File: src/rtl/mem_port_arbiter.sv
// Two-master (CPU / RAS) arbiter for a single synchronous memory port.
// Optional MEM_ARB_STATS_EN adds saturating stall/hold counters.
module mem_port_arbiter #(
    parameter int          STARVE_LIMIT = 8,
    parameter logic [31:0] MEM_BASE     = 32'h2000
) (
    input  logic        clk,
    input  logic        rst,
    input  logic        cpu_req,
    input  logic        cpu_we,
    input  logic [3:0]  cpu_be,
    input  logic [31:0] cpu_addr,
    input  logic [31:0] cpu_din,
    output logic        cpu_hold,
    output logic        cpu_rvalid,
    output logic [31:0] cpu_dout,
    input  logic        ras_req,
    input  logic        ras_we,
    input  logic [31:0] ras_addr,
    input  logic [31:0] ras_din,
    output logic        ras_gnt,
    output logic        ras_rvalid,
    output logic [31:0] ras_dout,
    output logic        mem_en,
    output logic [3:0]  mem_wen,
    output logic [31:0] mem_addr,
    output logic [31:0] mem_din,
    input  logic [31:0] mem_dout
`ifdef MEM_ARB_STATS_EN
    ,
    output logic [15:0] ras_stall_cnt,
    output logic [15:0] cpu_hold_cnt
`endif
);

    localparam int CW = (STARVE_LIMIT > 0) ? $clog2(STARVE_LIMIT + 1) : 1;
    localparam logic [CW-1:0] LIMIT = CW'(STARVE_LIMIT);

    typedef enum logic [0:0] {
        CPU_PRI   = 1'b0,
        RAS_FORCE = 1'b1
    } state_t;

    state_t          r_state;
    logic [CW-1:0]   r_starve;
    logic            r_rd_valid;
    logic            r_rd_owner;   // 1 = outstanding read belongs to RAS

    logic            w_force;
    logic            w_cpu_gnt;
    logic            w_ras_gnt;
    logic [CW-1:0]   w_starve_nxt;
    logic            w_to_force;

    // Grants are combinational; nothing is granted while reset is asserted.
    assign w_force   = (r_state == RAS_FORCE) && ras_req && !rst;
    assign w_cpu_gnt = !rst && cpu_req && !w_force;
    assign w_ras_gnt = !rst && ras_req && (w_force || !cpu_req);
    assign cpu_hold  = cpu_req && !w_cpu_gnt;
    assign ras_gnt   = w_ras_gnt;

    // Next starvation count, saturating at the limit.
    always_comb begin
        w_starve_nxt = {CW{1'b0}};
        if (ras_req && !w_ras_gnt) begin
            if (r_starve == LIMIT) begin
                w_starve_nxt = r_starve;
            end else begin
                w_starve_nxt = r_starve + CW'(1);
            end
        end else begin
            w_starve_nxt = {CW{1'b0}};
        end
    end

    // Force on the cycle whose denial brings the count up to the limit.
    assign w_to_force = (STARVE_LIMIT > 0) && (r_state == CPU_PRI) &&
                        (w_starve_nxt == LIMIT) && ras_req && !w_ras_gnt;

    // Arbiter state, starvation counter and read-return owner tag.
    always_ff @(posedge clk) begin
        if (rst) begin
            r_state    <= CPU_PRI;
            r_starve   <= {CW{1'b0}};
            r_rd_valid <= 1'b0;
            r_rd_owner <= 1'b0;
        end else begin
            r_starve   <= w_starve_nxt;
            r_rd_valid <= (w_cpu_gnt && !cpu_we) || (w_ras_gnt && !ras_we);
            r_rd_owner <= w_ras_gnt;
            case (r_state)
                CPU_PRI: begin
                    if (w_to_force) begin
                        r_state <= RAS_FORCE;
                    end else begin
                        r_state <= CPU_PRI;
                    end
                end
                RAS_FORCE: r_state <= CPU_PRI;
                default:   r_state <= CPU_PRI;
            endcase
        end
    end

    // Memory port drive from whichever master holds the grant.
    always_comb begin
        mem_en   = 1'b0;
        mem_wen  = 4'b0000;
        mem_addr = 32'h0000_0000;
        mem_din  = 32'h0000_0000;
        if (w_cpu_gnt) begin
            mem_en   = 1'b1;
            mem_wen  = cpu_we ? cpu_be : 4'b0000;
            mem_addr = cpu_addr - MEM_BASE;
            mem_din  = cpu_din;
        end else if (w_ras_gnt) begin
            mem_en   = 1'b1;
            mem_wen  = ras_we ? 4'b1111 : 4'b0000;
            mem_addr = ras_addr - MEM_BASE;
            mem_din  = ras_din;
        end else begin
            mem_en   = 1'b0;
        end
    end

    // Route returning read data to the tagged owner only.
    always_comb begin
        cpu_rvalid = 1'b0;
        ras_rvalid = 1'b0;
        cpu_dout   = 32'h0000_0000;
        ras_dout   = 32'h0000_0000;
        if (!rst && r_rd_valid) begin
            if (r_rd_owner) begin
                ras_rvalid = 1'b1;
                ras_dout   = mem_dout;
            end else begin
                cpu_rvalid = 1'b1;
                cpu_dout   = mem_dout;
            end
        end else begin
            cpu_rvalid = 1'b0;
        end
    end

`ifdef MEM_ARB_STATS_EN
    logic [15:0] r_ras_stall_cnt;
    logic [15:0] r_cpu_hold_cnt;

    // Saturating statistics counters.
    always_ff @(posedge clk) begin
        if (rst) begin
            r_ras_stall_cnt <= 16'h0000;
            r_cpu_hold_cnt  <= 16'h0000;
        end else begin
            if (ras_req && !w_ras_gnt && (r_ras_stall_cnt != 16'hFFFF)) begin
                r_ras_stall_cnt <= r_ras_stall_cnt + 16'h0001;
            end
            if (cpu_hold && (r_cpu_hold_cnt != 16'hFFFF)) begin
                r_cpu_hold_cnt <= r_cpu_hold_cnt + 16'h0001;
            end
        end
    end

    assign ras_stall_cnt = r_ras_stall_cnt;
    assign cpu_hold_cnt  = r_cpu_hold_cnt;
`endif

endmodule

File: config.mk
export PLATFORM = sky130hd
export DESIGN_NAME = mem_port_arbiter
export DESIGN_NICKNAME = d
export VERILOG_FILES = /design/src/rtl/mem_port_arbiter.sv
export SDC_FILE = /design/constraint.sdc
export NUM_CORES = 1
export LEC_CHECK = 0
export CORE_AREA = 2 2 121 123
export CTS_CLUSTER_DIAMETER = 30
export DETAILED_ROUTE_END_ITERATION = 12
export DIE_AREA = 0 0 123 125
export PLACE_DENSITY = 0.66
export SETUP_SLACK_MARGIN = 0.15
export SYNTH_ARGS = -nofsm -noshare
export SYNTH_HDL_FRONTEND = slang
export SYNTH_SLANG_ARGS = --single-unit
File: constraint.sdc
create_clock -name clk -period 2.9 [get_ports clk]
set_input_delay 0.58 -clock clk [delete_from_list [all_inputs] [get_ports clk]]
set_output_delay 0.58 -clock clk [all_outputs]
set_load 0.02 [all_outputs]
==> impl_metrics.py <==
metrics = {
    "critical_path": {
        "crit_arrival_ns": 2.39,
        "crit_top_cell": "or3_4",
        "critical_path.startpoint_type": "primary input",
        "required_ns": 2.32,
        "slowest_delay_ns": 0.37,
        "path_cells": "buf_8 -> inv_4 -> ha_4 -> or3b_4 -> or3_4 -> or3_4 -> xor2_2 -> o22ai_2 -> buf_6",
        "cp_max_fo": 2,
        "endpoint_kind": "primary output",
        "path_class": "primary input to primary output",
        "cp_slowest_cell": "or3b_4",
    },
    "drt": {
        "drcViolationCount": 0,
        "ant_nets": 0,
        "vias": 3701,
        "dr.pass1.iters": 4,
        "wl_per_cell_um": 17.25,
        "routed_wl_mm": 14.44,
        "drt_iter0_markers": 112,
        "avgViaCountPerCell": 4.422,
    },
    "finish": {
        "regArea_um2": 140.1,
        "area_growth_pct": 196.4,
        "fillers": 1444,
        "instances_no_fill": 837,
        "multiInputGateArea_mm2": 0.002016,
        "antenna_cells": 0,
        "nets": 828,
        "fin_util": 0.4290,
        "layout_common_cells": "clkdlybuf4s50_1, dlygate4sd2_1, buf_4",
        "drive_above_1_share": 0.3032,
        "final_common_cell": "clkdlybuf4s50_1",
    },
    "floorplan": {
        "core_mm2": 0.01420,
        "fp-row-count": 44,
        "io_pins": 307,
        "die_w_um": 123,
        "die_h_um": 125,
        "initial_core_util": 0.1447,
        "fp.dieArea_mm2": 0.01538,
    },
    "timing": {
        "drv_slew": 0,
        "setup_violations": 1,
        "worst_pin_slew_ns": 0.2875,
        "maxSlewHeadroom": 0.8067,
        "finalCritPeriodShare": 1.026,
        "rsz0062_at_grt": "yes",
        "hold_violations": 0,
        "fmax_mhz": 336.2,
        "period_minus_slack_ns": 2.974,
        "skew_ns": 0.002442,
        "setup_ws_ns": -0.07442,
    },
    "synth": {
        "synthCells": 286,
        "synth_warnings": 0,
        "avgSynthCellArea_um2": 7.188,
        "yosysSeqAreaShare": 0.06817,
        "syn_nets": 460,
        "ys_ff_latch": 7,
        "netlist_area_mm2": 0.002056,
        "synth_cell_types": 37,
    },
    "place": {
        "gp_congestion": 0.8918,
        "dp_hpwl_mm": 11.34,
        "place_ws_ns": -0.9443,
        "dp.cells": 817,
        "io_buffers": 306,
    },
    "clocking": {
        "clockBufferDepth": 2,
        "root_buffer": "clkbuf_16",
        "clkSinkCount": 7,
        "path_clk_slew_ns": 0.03,
        "cts_made_buffers": 3,
        "cts_tree": "done",
        "htreeDepth": 1,
        "worstSkewPairLatency_ns": 0.23,
        "hold_buffers": 0,
    },
    "global_route": {
        "grt_usage": 0.1752,
        "grt_overflow": 0,
        "grt_pass1_vias": 3796,
        "grt_pass1_wl_mm": 20.89,
        "grt_max_degree": 34,
        "antenna_found_initial": 0,
    },
    "run": {
        "maxCapViolations": 0,
    },
    "power": {
        "powerDensity_mw_per_mm2": 171.9,
        "p_total_mw": 1.048,
        "p_leak_nw": 2.846,
        "vdd_drop_max_uv": 107.8,
    },
    "run_status": {
        "status": "complete, but fails checks",
        "violations": "setup timing",
    },
    "worst_hold_path": {
        "min_path_type": "flop to flop",
    },
}
what timing repair did:
item / in CTS / in global routing
endpoints found under the setup margin: 134 / 28
buffers inserted: 9 / 4
pin swaps: 39 / 34
cloned: 3 / 0
hold endpoints to repair: 0 / 0
gates resized for setup: 413 / 31
critical path, delay by kind of cell:
kind            cells  cell delay, ns
compound gates      1            0.18
xor+xnor            1            0.16
fa+ha+maj           1            0.12
buf+inv             3            0.29
simple gates        3            1.06
power by group:
part | switching [mW] | total, mW | internal (mW)
registers | 0.00116 | 0.100 | 0.0991
logic | 0.303 | 0.712 | 0.409
clock network | 0.0526 | 0.235 | 0.183
synthesized netlist by cell type:
library cell,n,area (um2)
nor4_4,2,42.54
buf_1,1,3.750
nor4_1,3,18.77
nand3_1,4,20.02
ha_1,4,50.05
or4_4,2,22.52
a32o_1,4,40.04
nor4_2,1,12.51
o21ai_0,3,15.01
or3_1,6,37.54
or4_1,2,15.01
nand2b_1,4,25.02
nor3b_1,2,15.01
o22ai_1,17,106.4
buf_2,1,5.000
xor2_1,15,131.4
o31a_1,1,8.760
and3b_1,1,8.760
nand2_1,10,37.54
clkinv_1,1,3.750
inv_1,8,30.03
nor2_1,17,63.81
xnor2_1,20,175.2
o22ai_2,1,12.51
dfxtp_1,7,140.1
or3_4,1,11.26
a21oi_1,2,10.01
nor2b_1,2,12.51
nand4_1,1,6.260
or3b_1,1,8.760
and2_1,65,406.6
nor3b_2,2,25.02
clkbuf_1,19,71.32
nor3_1,6,30.03
a22o_1,45,394.1
or4_2,1,8.760
nand3b_1,4,30.03
metrics by stage:
| step | hold WS, ns | setup TNS [ns] | area [um2] |
|---|---|---|---|
| floorplan | 0.4912 | 0 | 2077 |
| global placement | 0.5051 | -30.91 | 5817 |
| detailed placement | 0.5401 | -31.84 | 5817 |
| CTS | 0.5474 | -0.1786 | 5983 |
| global route | 0.5767 | -0.1291 | 6093 |
| finish | 0.5562 | -0.07442 | 6093 |
routing by layer:
layer / share of wire / track usage
met1: 0.38 / 0.2012
met2: 0.50 / 0.3247
met3: 0.097 / 0.03741
met4: 0.018 / 0.04211
met5: 0 / 0
cells by family after synthesis:
group                      count (synthesis)  synth area share
AOI/OAI and AO/OA                         73            0.2855
xor gates and xnor gates                  35            0.1491
adders and majority gates                  4           0.02435
buffers and inverters                     30           0.05538
DFF                                        7           0.06817
and+or+nand+nor                          137            0.4175
cell type report:
class | count | share of cell area
multi-input combinational | 249 | 0.3308
timing repair buffer | 384 | 0.5875
clock buffer | 4 | 0.01294
inverter | 9 | 0.008008
tap | 184 | 0.03778
sequential | 7 | 0.02300
final timing paths:
path	startpoint	endpoint	slack, ns	cells past startpoint
max	ras_addr[13]	mem_addr[21]	-0.07	9
min reg2reg	r_starve[2]	r_starve[2]	0.56	2
max reg2reg	r_state	r_rd_valid	1.23	7
min	r_starve[2]	r_starve[2]	0.56	2
flip-flops by register name (all words and copies together), names as in the netlist:
register and cells:
r_state 1, r_rd_valid 1, r_starve 4, r_rd_owner 1
(Power assumes the default switching activity.)
